$ cat src/rtl/fifo.sv
// Single-clock first-word-fall-through FIFO with occupancy flags.
// The head entry is presented combinationally on dout; a pop discards it at the edge.
// Flags are decoded from the occupancy count alone, so they settle one cycle after
// the push/pop edge that changes it.
module fifo #(
    parameter int unsigned DBITS = 32,
    parameter int unsigned ABITS = 5
) (
    input  logic             clk,
    input  logic             reset,
    input  logic             wr,
    input  logic             rd,
    input  logic [DBITS-1:0] din,
    output logic [DBITS-1:0] dout,
    output logic             full,
    output logic             empty,
    output logic             almost_empty,
    output logic             half_full,
    output logic             almost_full
);

    localparam int unsigned DEPTH = 2 ** ABITS;

    localparam logic [ABITS:0] CntOne      = (ABITS + 1)'(1);
    localparam logic [ABITS:0] CntHalf     = (ABITS + 1)'(DEPTH / 2);
    localparam logic [ABITS:0] CntAlmFull  = (ABITS + 1)'(DEPTH - 1);
    localparam logic [ABITS:0] CntFull     = (ABITS + 1)'(DEPTH);

    logic [DBITS-1:0] r_mem [DEPTH];
    logic [ABITS-1:0] r_wr_ptr;
    logic [ABITS-1:0] r_rd_ptr;
    logic [ABITS:0]   r_count;

    logic w_push;
    logic w_pop;

    // A push into a full FIFO is allowed only when the head leaves in the same cycle.
    always_comb begin
        w_push = wr && (!full || rd);
        w_pop  = rd && !empty;
    end

    // Storage array: written on an accepted push, contents never reset.
    always_ff @(posedge clk) begin
        if (w_push) begin
            r_mem[r_wr_ptr] <= din;
        end
    end

    // Pointer and occupancy bookkeeping; reset wins over any push or pop.
    always_ff @(posedge clk) begin
        if (reset) begin
            r_wr_ptr <= '0;
            r_rd_ptr <= '0;
            r_count  <= '0;
        end else begin
            if (w_push) begin
                r_wr_ptr <= r_wr_ptr + ABITS'(1);
            end
            if (w_pop) begin
                r_rd_ptr <= r_rd_ptr + ABITS'(1);
            end
            case ({w_push, w_pop})
                2'b10:   r_count <= r_count + CntOne;
                2'b01:   r_count <= r_count - CntOne;
                default: r_count <= r_count;
            endcase
        end
    end

    // Head data and status flags, decoded from the registered state.
    always_comb begin
        dout         = r_mem[r_rd_ptr];
        empty        = (r_count == '0);
        almost_empty = (r_count <= CntOne);
        half_full    = (r_count >= CntHalf);
        almost_full  = (r_count >= CntAlmFull);
        full         = (r_count == CntFull);
    end

endmodule

$ cat config.mk
export PLATFORM = sky130hd
export DESIGN_NAME = fifo
export DESIGN_NICKNAME = d
export VERILOG_FILES = /design/src/rtl/fifo.sv
export SDC_FILE = /design/constraint.sdc
export NUM_CORES = 1
export LEC_CHECK = 0
export BUFFER_PORTS_ARGS = -buffer_cell sky130_fd_sc_hd__buf_2
export CAP_MARGIN = 20
export CORE_ASPECT_RATIO = 0.75
export CORE_MARGIN = 2
export CORE_UTILIZATION = 34
export CTS_CLUSTER_SIZE = 12
export DETAILED_ROUTE_END_ITERATION = 7
export SLEW_MARGIN = 0
export SYNTH_ARGS = -nofsm -noshare
export SYNTH_HDL_FRONTEND = slang
export SYNTH_SLANG_ARGS = --single-unit
$ cat constraint.sdc
create_clock -name clk -period 3.9 [get_ports clk]
set_input_delay 0.195 -clock clk [delete_from_list [all_inputs] [get_ports clk]]
set_output_delay 0.195 -clock clk [all_outputs]
set_load 0.01 [all_outputs]
==> summary by stage, run 1 <==
Critical path
The worst setup path is of the reg2out kind. The number of buffer and inverter instances along the worst setup path is 2. Along the worst path, the maximum fanout reaches 35. The delay of the slowest critical-path stage is between 0.6 and 0.7 ns. The worst reg2reg path startpoint is r_count[0].

STA classifies the critical path startpoint as a flop. The worst setup path is captured at a primary output. The slowest stage of the critical path belongs to the cell sky130_fd_sc_hd__dfxtp_4. The top cell family by delay on the critical path is buffers and inverters. At the worst endpoint, the required time is roughly 3.7 ns. Traced cell by cell, the critical path runs through buf_4, mux2i_1, a22oi_1, a31oi_1, nand3_1, buf_2. STA puts the critical path data arrival time at 3.53 ns. The worst register-to-register path has a setup slack of 0.89 ns.

Placement
The weighted congestion reported at the end of routability-driven placement is 0.774. The count of buffers added on input and output ports is between 70 and 80. Detailed placement ended at an HPWL of 58900 um. Once placement completed, the tool counted placed cells totaling ~3900.

Clocking
Clock-pin slew was measured on the worst setup and hold paths at 0.06 ns. The clock root buffer master is sky130_fd_sc_hd__clkbuf_16. The number of buffers inserted during clock tree synthesis is 99.

The clock tree from TritonCTS is built. The H-tree depth is 3. The number of resized instances in the post-cts repair step is 0. The clock latency on the worst-skew pair is 0.68 ns. In this run the deepest clock path goes through 3 buffers. Counting every sink on the clock net gives 1045.

Detailed routing
The routed length per instance is 24.8 um. The first detailed-routing pass ran for 5 iterations. Summed over all layers, the routed wires come to 101000 um. The initial detailed-routing violation count is 2280.

The number of vias in the routed layout is 21600. After detailed routing, the number of remaining DRC violations is 0. After detailed routing, the number of vias per cell comes to between 5 and 6. In this run the remaining antenna-violating nets after routing total 0.

Logic synthesis
The synthesized instance count is roughly 2300. The warning count from the yosys run is 0. Counting every net in the synthesized netlist gives 2383. The total of flip-flops plus latches after synthesis is 1045. After synthesis, the share of flip-flops with an asynchronous set or reset is 0%. The summed instance area of the synthesized netlist is 40700 sq um.

The dominant cell type by area after synthesis is sky130_fd_sc_hd__edfxtp_1. The number of synthesized flops with an enable pin is 1024. The most used flip-flop cell after synthesis is sky130_fd_sc_hd__edfxtp_1. By area the synthesized netlist is led by sky130_fd_sc_hd__edfxtp_1, sky130_fd_sc_hd__mux2i_1, sky130_fd_sc_hd__a22oi_1. For this run, the register share of the synthesized area comes to 76.6%. Summed over its instances, the top area cell type makes up 75.5% of the synthesized netlist area. The average cell area after synthesis is about 17 sq um. The number of unique standard cell types used by synthesis is 40.

GRT
The number of global-route vias before repair is 21000. The initial antenna violation count came to 5. The overall global routing resource usage is 16.1%. In the global route stage, met3 resource usage came out at 3.62%. The met1 layer usage reported by global route is 25.2%. The most used routing layer is met1. Entering global routing, the biggest net connects 129 pins. The global route total overflow is 0. The first global-routing pass estimated 146000 um of wire. The met2 track demand over resource in global routing is 22.5%.

Cells and area
The fraction of final layout cells sized beyond drive strength 1 is approximately an eighth. The final cell count without fillers is slightly above 4000. After the last flow step, the layout net total stands at 2510.

Fill cells in the final layout number 10500. The layout overhead on the synthesized area is 13.8%.

Timing
In this run the tightest slew margin relative to its limit is 30.8%. For this run, the top clock speed supported by timing is approximately 270 MHz. The final hold violation count was 0. The minimum period implied by the final worst setup slack is around 3.7 ns. Between clock sinks in the finished design, the worst skew comes to 0.0141 ns. The worst hold slack is 0.0881 ns. The post-route setup TNS is 0 ns. Of the available clock period, the critical path in the final layout requires 95.6%. Setup violations remaining at the end of the flow were counted as 0. Setup repair after global routing left no endpoint under its margin.

For the pin with the worst max-slew slack, the measured transition is roughly 1.0 ns. The number of slew-limit violations in the final report came to 0.

Pwr
The worst-case vdd ir drop is roughly 0.00037 V. Power spread over the standard cell area amounts to 562 nW/um^2. Cell internal power was estimated by the tool at 18.9 mW.

The analysis attributes to cell leakage a power of 13.9 nW. The part of the power in registers is 48.1%. The post-layout total power is 26.0 mW. The net switching power is 7.10 mW. The switching power as a share of total power is between 20% and 30%.

Combinational logic burns 18.6% of the power. The proportion of power drawn by the clock network is between 30 and 40%.

Floorplanning
The die height is between 300 and 400 um. The die outline width is 404 um. The number of top-level pins is 73. Once the floorplan was initialized, standard cells occupied about 34% of the core.

The die footprint is 123000 sq um. The number of cell rows is 109. After floorplanning, the core was sized to cover roughly 120000 sq um.

Hold path
The worst hold path belongs to the class in2reg. The startpoint identified for the worst hold timing path is din[0].

Job
The tool flagged a number of max-cap violations equal to 0.

Run status
The run finished with clean final reports.
## logic make-up after synthesis
family / synth area share [%]
compound gates: 5.00
xor+xnor: 0.280
fa+ha+maj: 0.307
buf+inv: 1.70
flops: 76.6
mux: 12.6
simple gates: 3.52
## sequential cells by signal, indices dropped and copies added, names as in the netlist, named ones only
name,count
r_mem,1024
r_rd_ptr,5
r_wr_ptr,5
r_count,6
## routing by layer
layer  vias up  share of wire (%)  wire length (um)
met5         -                  0                 0
met4         0                1.9              1910
met3       145                8.6              8640
met2       790                 42             42100
met1     11200                 48             48100
li1       9469                  -                 -
## cells in the final DEF, fill, tap and decap left out, types with 3 or more instances in the layout
master	Yosys	layout
sky130_fd_sc_hd__o21ai_0	3	3
sky130_fd_sc_hd__clkbuf_1	56	34
sky130_fd_sc_hd__buf_2	50	72
sky130_fd_sc_hd__nor2_1	56	23
sky130_fd_sc_hd__xnor2_1	5	5
sky130_fd_sc_hd__dfxtp_1	21	20
sky130_fd_sc_hd__clkinv_1	0	4
sky130_fd_sc_hd__a22oi_1	96	96
sky130_fd_sc_hd__ha_1	10	10
sky130_fd_sc_hd__nand3_1	98	98
sky130_fd_sc_hd__xor2_1	8	8
sky130_fd_sc_hd__diode_2	0	4
sky130_fd_sc_hd__mux2i_1	514	514
sky130_fd_sc_hd__nand4_1	3	3
sky130_fd_sc_hd__a31oi_1	32	32
sky130_fd_sc_hd__buf_4	19	69
sky130_fd_sc_hd__buf_12	0	20
sky130_fd_sc_hd__a21oi_1	100	100
sky130_fd_sc_hd__nand3b_1	3	3
sky130_fd_sc_hd__clkbuf_16	0	102
sky130_fd_sc_hd__inv_1	6	6
sky130_fd_sc_hd__nor2_4	0	33
sky130_fd_sc_hd__nand2_1	104	103
sky130_fd_sc_hd__nor3_1	33	33
sky130_fd_sc_hd__edfxtp_1	1024	1024
sky130_fd_sc_hd__a22o_1	64	64
## worst register-to-register path: stages, from the launching register on
cell and delay, ns:
sky130_fd_sc_hd__dfxtp_1 0.37, sky130_fd_sc_hd__inv_1 0.12, sky130_fd_sc_hd__ha_1 0.14, sky130_fd_sc_hd__or3b_4 0.39, sky130_fd_sc_hd__o41a_1 0.34, sky130_fd_sc_hd__inv_1 0.09, sky130_fd_sc_hd__ha_1 0.32, sky130_fd_sc_hd__or4b_1 0.47
sky130_fd_sc_hd__a21oi_1 0.23, sky130_fd_sc_hd__o21ai_0 0.18, sky130_fd_sc_hd__xnor2_1 0.19, sky130_fd_sc_hd__nor2_1 0.05
## Yosys cell counts, types with 2 or more instances
master,count
sky130_fd_sc_hd__edfxtp_1,1024
sky130_fd_sc_hd__mux2i_1,514
sky130_fd_sc_hd__nand2_1,104
sky130_fd_sc_hd__a21oi_1,100
sky130_fd_sc_hd__nand3_1,98
sky130_fd_sc_hd__a22oi_1,96
sky130_fd_sc_hd__a22o_1,64
sky130_fd_sc_hd__clkbuf_1,56
sky130_fd_sc_hd__nor2_1,56
sky130_fd_sc_hd__buf_2,50
sky130_fd_sc_hd__nor3_1,33
sky130_fd_sc_hd__a31oi_1,32
sky130_fd_sc_hd__dfxtp_1,21
sky130_fd_sc_hd__buf_4,19
sky130_fd_sc_hd__ha_1,10
sky130_fd_sc_hd__buf_1,8
sky130_fd_sc_hd__xor2_1,8
sky130_fd_sc_hd__inv_1,6
sky130_fd_sc_hd__xnor2_1,5
sky130_fd_sc_hd__nand3b_1,3
sky130_fd_sc_hd__nand4_1,3
sky130_fd_sc_hd__o21ai_0,3
sky130_fd_sc_hd__buf_6,2
sky130_fd_sc_hd__nand2b_1,2
sky130_fd_sc_hd__nand4b_1,2
sky130_fd_sc_hd__nor2b_1,2
sky130_fd_sc_hd__or2_2,2
sky130_fd_sc_hd__or3_1,2
## metrics by stage
stage,cell area [sq um],utilization (%),setup slack [ns]
after floorplan,40700,-,0.781
final,46300,39.2,0.173
after global placement,43500,36.8,0.849
after detailed placement,43500,36.8,0.899
after global routing,46300,39.2,0.0840
after CTS,46300,39.2,0.198
## power by group through the flow
stage                     sequential [mW]  clock, mW  combinational (mW)
after global placement               12.8          0                4.78
after floorplan                      12.7          0                2.76
after CTS                            12.5       8.83                4.84
final                                12.5       8.66                4.84
after global routing                 12.5       9.26                5.14
after detailed placement             12.8          0                4.84
## timing repair
action	4_1_cts	5_1_grt
endpoints found under the hold margin	18	0
buffers inserted	0	0
hold buffers	1	0
## final timing paths
kind	endpoint	cells past startpoint
max	dout[12]	6
min	r_mem[10][0]	1
max reg2reg	r_count[5]	11
min reg2reg	r_rd_ptr[4]	2
## final cells by class
class                           count  area (sq um)  area share (%)
Sequential cell                  1045         31200            67.3
Multi-Input combinational cell   1150          9120            19.7
Clock buffer                      138          2710            5.84
Tap cell                         1554          1940            4.20
Timing Repair Buffer              162          1290            2.78
Clock inverter                      8          68.8           0.149
Inverter                            6          22.5          0.0486
Antenna cell                        4          10.0          0.0216
No activity file was read; power rests on OpenSTA's default activity.
==> run 2: changes to the inputs <==
--- a/config.mk
+++ b/config.mk
@@ -9,7 +9,7 @@
 export CAP_MARGIN = 20
 export CORE_ASPECT_RATIO = 0.75
 export CORE_MARGIN = 2
-export CORE_UTILIZATION = 34
+export CORE_UTILIZATION = 40
 export CTS_CLUSTER_SIZE = 12
 export DETAILED_ROUTE_END_ITERATION = 7
 export SLEW_MARGIN = 0
==> run 2 against run 1 <==
Compared with the run above: die area shrank 15%; non-clock buffer count down 2; combinational power decreased by 1%; sequential share of layout area up 0.11 points; core utilization grew 6.6 points; final cell count fell by 5.1%; critical path type unchanged; wire length increased by 4.4%; worst setup slack got worse by 0.0084 ns.
==> summary by stage, run 2 (synthesized netlist as in run 1, its figures left out) <==
Placement
The number of port buffers is 72. The detailed placement HPWL is 62100 um. Before CTS, the worst setup slack after placement is 0.682 ns.

The standard cell area after detailed placement is 43300 sq um. Including well taps, the total number of placed cells is roughly 3700. The weighted congestion reported at the end of routability-driven placement is 0.844.

Cells and area
The combined flip-flop and latch cell area is 31200 sq um. The final core utilization is 45.8%. The register with the most flip-flops in the layout has 1024 of them. Counting the fill cells in the layout gives ~8600.

After routing the design area is 46300 sq um. The register name with the most flops is r_mem. The multi-input combinational cells in the finished layout cover a total of 9120 sq um. For this run, the number of standard cells in the final layout without fillers is between 3000 and 4000. The library cell used most frequently in the layout, excluding fill and tap cells, is sky130_fd_sc_hd__edfxtp_1. In the final layout, the registers with the most flip-flops are r_mem x1024, r_count x6.

Relative to the synthesized area, the layout overhead comes to 13.6%. Leaving out fill and tap cells, the most frequent cells in the layout are sky130_fd_sc_hd__edfxtp_1, sky130_fd_sc_hd__mux2i_1, sky130_fd_sc_hd__nand2_1, sky130_fd_sc_hd__clkbuf_16, sky130_fd_sc_hd__a21oi_1. The post-layout net count is 2511. Cells with a size suffix above 1 make up 13.0% of the layout.

Floorplanning
In this run the core area contains ~100 standard-cell rows. The area of the placeable core is 101000 sq um. The die outline width is 372 um. The die footprint is 104000 sq um. From bottom edge to top edge, the die measures 280 um. The effective utilization at floorplan is about two fifths. The number of top-level pins is 73.

Pwr
The power per unit of standard cell area is 569 nW/um^2. The part of the power in registers is 47.6%. The net switching power is roughly 7.2 mW.

IR analysis of the VDD net gives a maximum drop of 0.000378 V. The internal power of the cells is ~19 mW. The switching power as a share of total power is between 20% and 30%. The share of total power in combinational logic is 18.1%.

Per report_power, the clock group accounts for 34.3% of the total. In this run the static leakage power is 13.9 nW.

Critical path
The signal arrival time at the worst endpoint is 3.54 ns. The worst setup path is launched from a flop. The kind of critical path is reg2out. Walking the worst path, the cells encountered are buf_12, buf_12, buf_12, mux2i_1, a21oi_1, nand3_1, nand3_1, buf_2.

The delay of the slowest critical-path stage is 0.66 ns. The worst setup path is captured at a primary output. In this design, the critical path's most frequently occurring cell is sky130_fd_sc_hd__buf_12. The library cell contributing the largest single delay on the critical path is sky130_fd_sc_hd__dfxtp_4.

Of all nets on the critical path, the largest fanout is between 40 and 50. The required time at the worst-slack endpoint is 3.70 ns.

Clocking
The H-tree generated during clock tree synthesis spans 3 levels. TritonCTS built the clock tree. The number of clock sinks is ~1000. The maximum count of clock buffers along a single path is 3. The number of buffers inserted during clock tree synthesis is slightly above 100. The clock latency on the worst-skew pair is 0.71 ns.

After clock tree synthesis, the clock-pin slew on the worst setup and hold paths is approximately 0.07 ns. The clock root buffer master is sky130_fd_sc_hd__clkbuf_16.

Run status
The flow ran to the end, and the final reports show no timing, DRC or antenna violations.

Detailed routing
The routed layout has 21700 vias. The initial detailed-routing violation count is between 2000 and 2500. The routed length per instance is approximately 27 um. After detailed routing, the total wire length is 105000 um.

The ratio of routed vias to standard cells is ~5.6. The detailed-route DRC error count is 0. The first detailed-routing pass ran for 5 iterations. In this run the remaining antenna-violating nets after routing total 0.

Timing
The final hold violation count is 0. The worst path needs 3.74 ns of the cycle, external delays included. Across the routed clock network, the largest skew measured is 0.0565 ns. The post-route setup TNS is 0 ns. The number of slew-limit violations in the final report was 0. In the post-route analysis, the smallest setup slack over all paths is between 0.15 and 0.2 ns. In this run the tightest slew margin relative to its limit is 37.9%.

The number of failing setup endpoints in the final timing report is 0. Setup repair after global routing left no endpoint under its margin. Of the available clock period, the critical path in the final layout requires 95.8%. The timing-limited maximum frequency is between 200 and 300 MHz.

For the pin with the worst max-slew slack, the measured transition is 0.932 ns.

Hold path
The min-delay analysis places its worst path in the category in2reg.

GRT
met1 is the most crowded layer. The first-pass GRT wire length is 151000 um. The number of global-route vias before repair is around 21000. Entering global routing, the biggest net connects 94 pins.

The initial antenna violation count is 3. In the global route stage, met1 resource usage came out at 30.6%. In the global route stage, met3 resource usage came out at 3.83%. Global routing consumed, on the met2 layer, 29.6% of the routing resources. After global routing the overflow that remains totals 0. Global routing consumed, over all layers together, 20.1% of the routing resources.

Job
Max-cap violations in this run came to 0.
-- run 2: worst paths after layout --
check	start	end	slack [ns]	depth (start not counted)
worst min register to register	r_rd_ptr[1]	flop	0.58	2
worst max register to register	r_count[1]	r_count[5]	0.62	11
worst min-delay path	din[2]	r_mem[3][2]	0.06	1
worst max-delay path	flop	dout[13]	0.16	8
-- run 2: per-stage QoR --
step	total power, mW	hold slack, ns
2_1_floorplan	15.5	0.294
3_3_place_gp	17.5	0.530
3_5_place_dp	17.5	0.541
4_1_cts	26.5	0.00995
5_1_grt	27.2	0.0554
6_report	26.3	0.0645
-- run 2: repair_timing --
action	CTS	global route
hold endpoints to repair	21	0
setup buffers	0	0
hold buffers	1	0
resized for setup	0	0
-- run 2: layout make-up --
| cell class | count | area share (%) |
|---|---|---|
| sequential | 1045 | 67.4 |
| timing repair buffer | 160 | 2.86 |
| clock buffer | 134 | 5.95 |
| inverter | 6 | 0.0487 |
| antenna | 4 | 0.0216 |
| tap | 1339 | 3.62 |
| multi-input combinational | 1150 | 19.7 |
| clock inverter | 20 | 0.384 |
-- run 2: layer usage --
layer  up-vias  wire, um  part of all wire [%]
li1       9478         -                     -
met1     11200     48500                    46
met2       848     46600                    44
met3       137      8020                   7.6
met4         0      2090                   2.0
met5         -         0                     0
-- run 2: power by group through the flow --
stage	logic, mW	clock network (mW)	registers, mW
after floorplan	2.76	0	12.7
after global routing	5.03	9.62	12.5
after CTS	4.80	9.18	12.5
after detailed placement	4.79	0	12.8
final	4.77	9.01	12.5
after global placement	4.73	0	12.8
-- run 2: critical path: cells and delay by family, from the launching register on --
family,cells,cell delay (ns)
buf+inv,4,1.13
flops,1,0.66
simple gates,2,0.58
mux,1,0.26
compound gates,1,0.09
==> run 3: changes to the inputs <==
--- a/config.mk
+++ b/config.mk
@@ -12,6 +12,7 @@
 export CORE_UTILIZATION = 40
 export CTS_CLUSTER_SIZE = 12
 export DETAILED_ROUTE_END_ITERATION = 7
+export MAX_ROUTING_LAYER = met4
 export SLEW_MARGIN = 0
 export SYNTH_ARGS = -nofsm -noshare
 export SYNTH_HDL_FRONTEND = slang
==> run 3 against run 2 <==
Compared with the run above: clock skew decreased by 0.00063 ns; first-iteration DRC count increased by 0.45%; combinational power about the same; critical path type unchanged; die area unchanged; largest cell class unchanged; critical path depth unchanged; highest routed layer unchanged; core utilization unchanged; global-route usage increased by 0.60 points.
==> summary by stage, run 3 (synthesized netlist as in run 1, its figures left out) <==
Timing
For the pin with the worst max-slew slack, the measured transition is a little over 0.9 ns. The number of failing setup endpoints in the final timing report is 0. The remaining max-slew budget at the tightest pin is 39.0%.

The final clock period utilization by the worst path is between 90% and 100%. For the finished layout, the period the worst path requires is 3.72 ns. For this run, the top clock speed supported by timing is between 200 and 300 MHz. The number of slew-limit violations in the final report is 0. Setup repair after global routing left no endpoint under its margin. Clock skew on the completed layout was measured at roughly 0.056 ns. The post-route setup TNS is 0 ns. The final hold violation count came to 0.

Detailed routing
The final wirelength is between 100000 and 150000 um. The first detailed-routing pass took 6 iterations. The routed length per instance is 27.3 um. The ratio of routed vias to standard cells is 5.58. The count of nets left with antenna violations after detail routing is 0. In the routed design, unresolved DRC markers number 0. The number of vias in the routed layout is 21500. The detailed router finished its first iteration with 2451 violations.

Run status
The run finished with clean final reports.

Clocking
The clock-pin slew on the worst setup and hold paths is 0.06 ns. At the later pin of the worst-skew pair, clock insertion delay measures 0.72 ns. Buffers added to address setup during post-CTS repair amount to 0. In this run the clock root is driven by a sky130_fd_sc_hd__clkbuf_16. The H-tree depth is 3. The number of hold buffers added after CTS was 1.

The clock tree from TritonCTS is built. Gates resized during post-CTS repair numbered 0. The maximum count of clock buffers along a single path is 3.

The number of buffers inserted during clock tree synthesis is between 100 and 150. The number of clock sinks is between 1000 and 1500.

Cells and area
The final cell count without fillers is slightly below 4000. The post-layout net count is 2511. The layout overhead on the synthesized area is 13.6%. Leaving out fill and tap cells, the most frequent cells in the layout are sky130_fd_sc_hd__edfxtp_1, sky130_fd_sc_hd__mux2i_1, sky130_fd_sc_hd__nand2_1, sky130_fd_sc_hd__clkbuf_16, sky130_fd_sc_hd__a21oi_1. The combined flip-flop and latch cell area is 31200 sq um.

The area of combinational cells with multiple inputs is 9120 sq um. Counting flops per register, the top entry is r_mem. The largest registers in the layout are r_mem x1024, r_count x6.

The commonest non-fill, non-tap cell in the layout is sky130_fd_sc_hd__edfxtp_1. In the final layout, the share of cells above drive strength 1 is 13.0%. The layout has between 8000 and 9000 filler cells. The number of flip-flops under the largest register name is 1024.

Hold path
The path type of the worst min-delay path is in2reg.

Floorplanning
The die footprint is approximately 100000 sq um. After floorplanning, the core was divided into 101 placement rows. The die outline width is between 300 and 400 um. For this design the top-level I/O count stands at 73. From bottom edge to top edge, the die measures 280 um. In this run the standard cell core region covers slightly above 100000 sq um.

The effective utilization at floorplan is 40.3%.

Critical path
STA classifies the critical path endpoint as a primary output. The kind of critical path is reg2out. STA classifies the critical path startpoint as a flop. Data arrives at the worst endpoint at approximately 3.5 ns. In this run the worst path has a maximum fanout of 49. At the worst endpoint, the required time is 3.70 ns.

Pwr
The internal power of the cells totals 19.1 mW. The analysis attributes to net switching a power of just over 7 mW. Net switching is a little over a quarter of the power. The power per unit of standard cell area is 568 nW/um^2.

The part of the power in registers is 47.7%. Of the total power, combinational logic draws 18.1%. The static power due to leakage is around 14 nW.

The worst-case vdd ir drop is 0.000380 V. Of the total power, the clock network draws 34.3%.

Placement
The number of port buffers is 72. The detailed placement HPWL is ~62000 um. The number of placed instances, taps included, is 3699. The congestion estimate from routability-driven global placement came to roughly 0.86.

GRT
The number of global-route vias before repair came to 20900. The first-pass GRT wire length is around 150000 um. The maximum number of pins on one net before global-route repair is 94. For this run, the total global-route usage over all layers was measured as 20.7%. The initial antenna violation count is 2. Summed over all layers, the global routing overflow is 0.

Job
The reported max-cap violation count is 0.
-- run 3: worst paths after layout --
path	slack [ns]	end	cells after the start	from
worst min register to register	0.57	flop	2	r_rd_ptr[1]
worst min-delay path	0.04	r_mem[3][3]	1	din[3]
worst max-delay path	0.18	dout[13]	8	flop
worst max register to register	0.63	r_count[5]	11	r_count[1]
-- run 3: critical path, stage by stage, from the launching register on --
cell and delay [ns]:
sky130_fd_sc_hd__dfxtp_4 0.66, sky130_fd_sc_hd__buf_12 0.28, sky130_fd_sc_hd__buf_12 0.23, sky130_fd_sc_hd__buf_12 0.32, sky130_fd_sc_hd__mux2i_1 0.26, sky130_fd_sc_hd__a21oi_1 0.09, sky130_fd_sc_hd__nand3_1 0.16, sky130_fd_sc_hd__nand3_1 0.41
sky130_fd_sc_hd__buf_2 0.31
-- run 3: power by group through the flow --
| stage | clock, mW | sequential (mW) | combinational [mW] |
|---|---|---|---|
| floorplan | 0 | 12.7 | 2.76 |
| global placement | 0 | 12.8 | 4.73 |
| detailed placement | 0 | 12.8 | 4.79 |
| CTS | 9.18 | 12.5 | 4.80 |
| global route | 9.62 | 12.5 | 5.03 |
| finish | 9.01 | 12.5 | 4.76 |
-- run 3: layout make-up --
class	count	area share [%]
clock buffer	134	5.95
multi-input combinational	1150	19.7
timing repair buffer	160	2.86
sequential	1045	67.4
clock inverter	20	0.384
tap	1339	3.62
inverter	6	0.0487
antenna	4	0.0216
-- run 3: per-layer routing --
metal  GRT usage, %  wire (um)
met1           30.5      48600
met2           29.8      46600
met3           3.87       7860
met4           4.73       2070
met5              -          0
-- run 3: stage by stage --
stage	hold slack, ns	utilization [%]	instance area [sq um]	power (mW)	setup slack (ns)
after floorplan	0.294	-	40700	15.5	0.781
after global placement	0.530	42.8	43300	17.5	0.674
after detailed placement	0.541	42.8	43300	17.5	0.682
after CTS	0.00995	45.7	46300	26.5	0.131
after global routing	0.0398	45.7	46300	27.2	0.000183
final	0.0443	45.8	46300	26.3	0.177
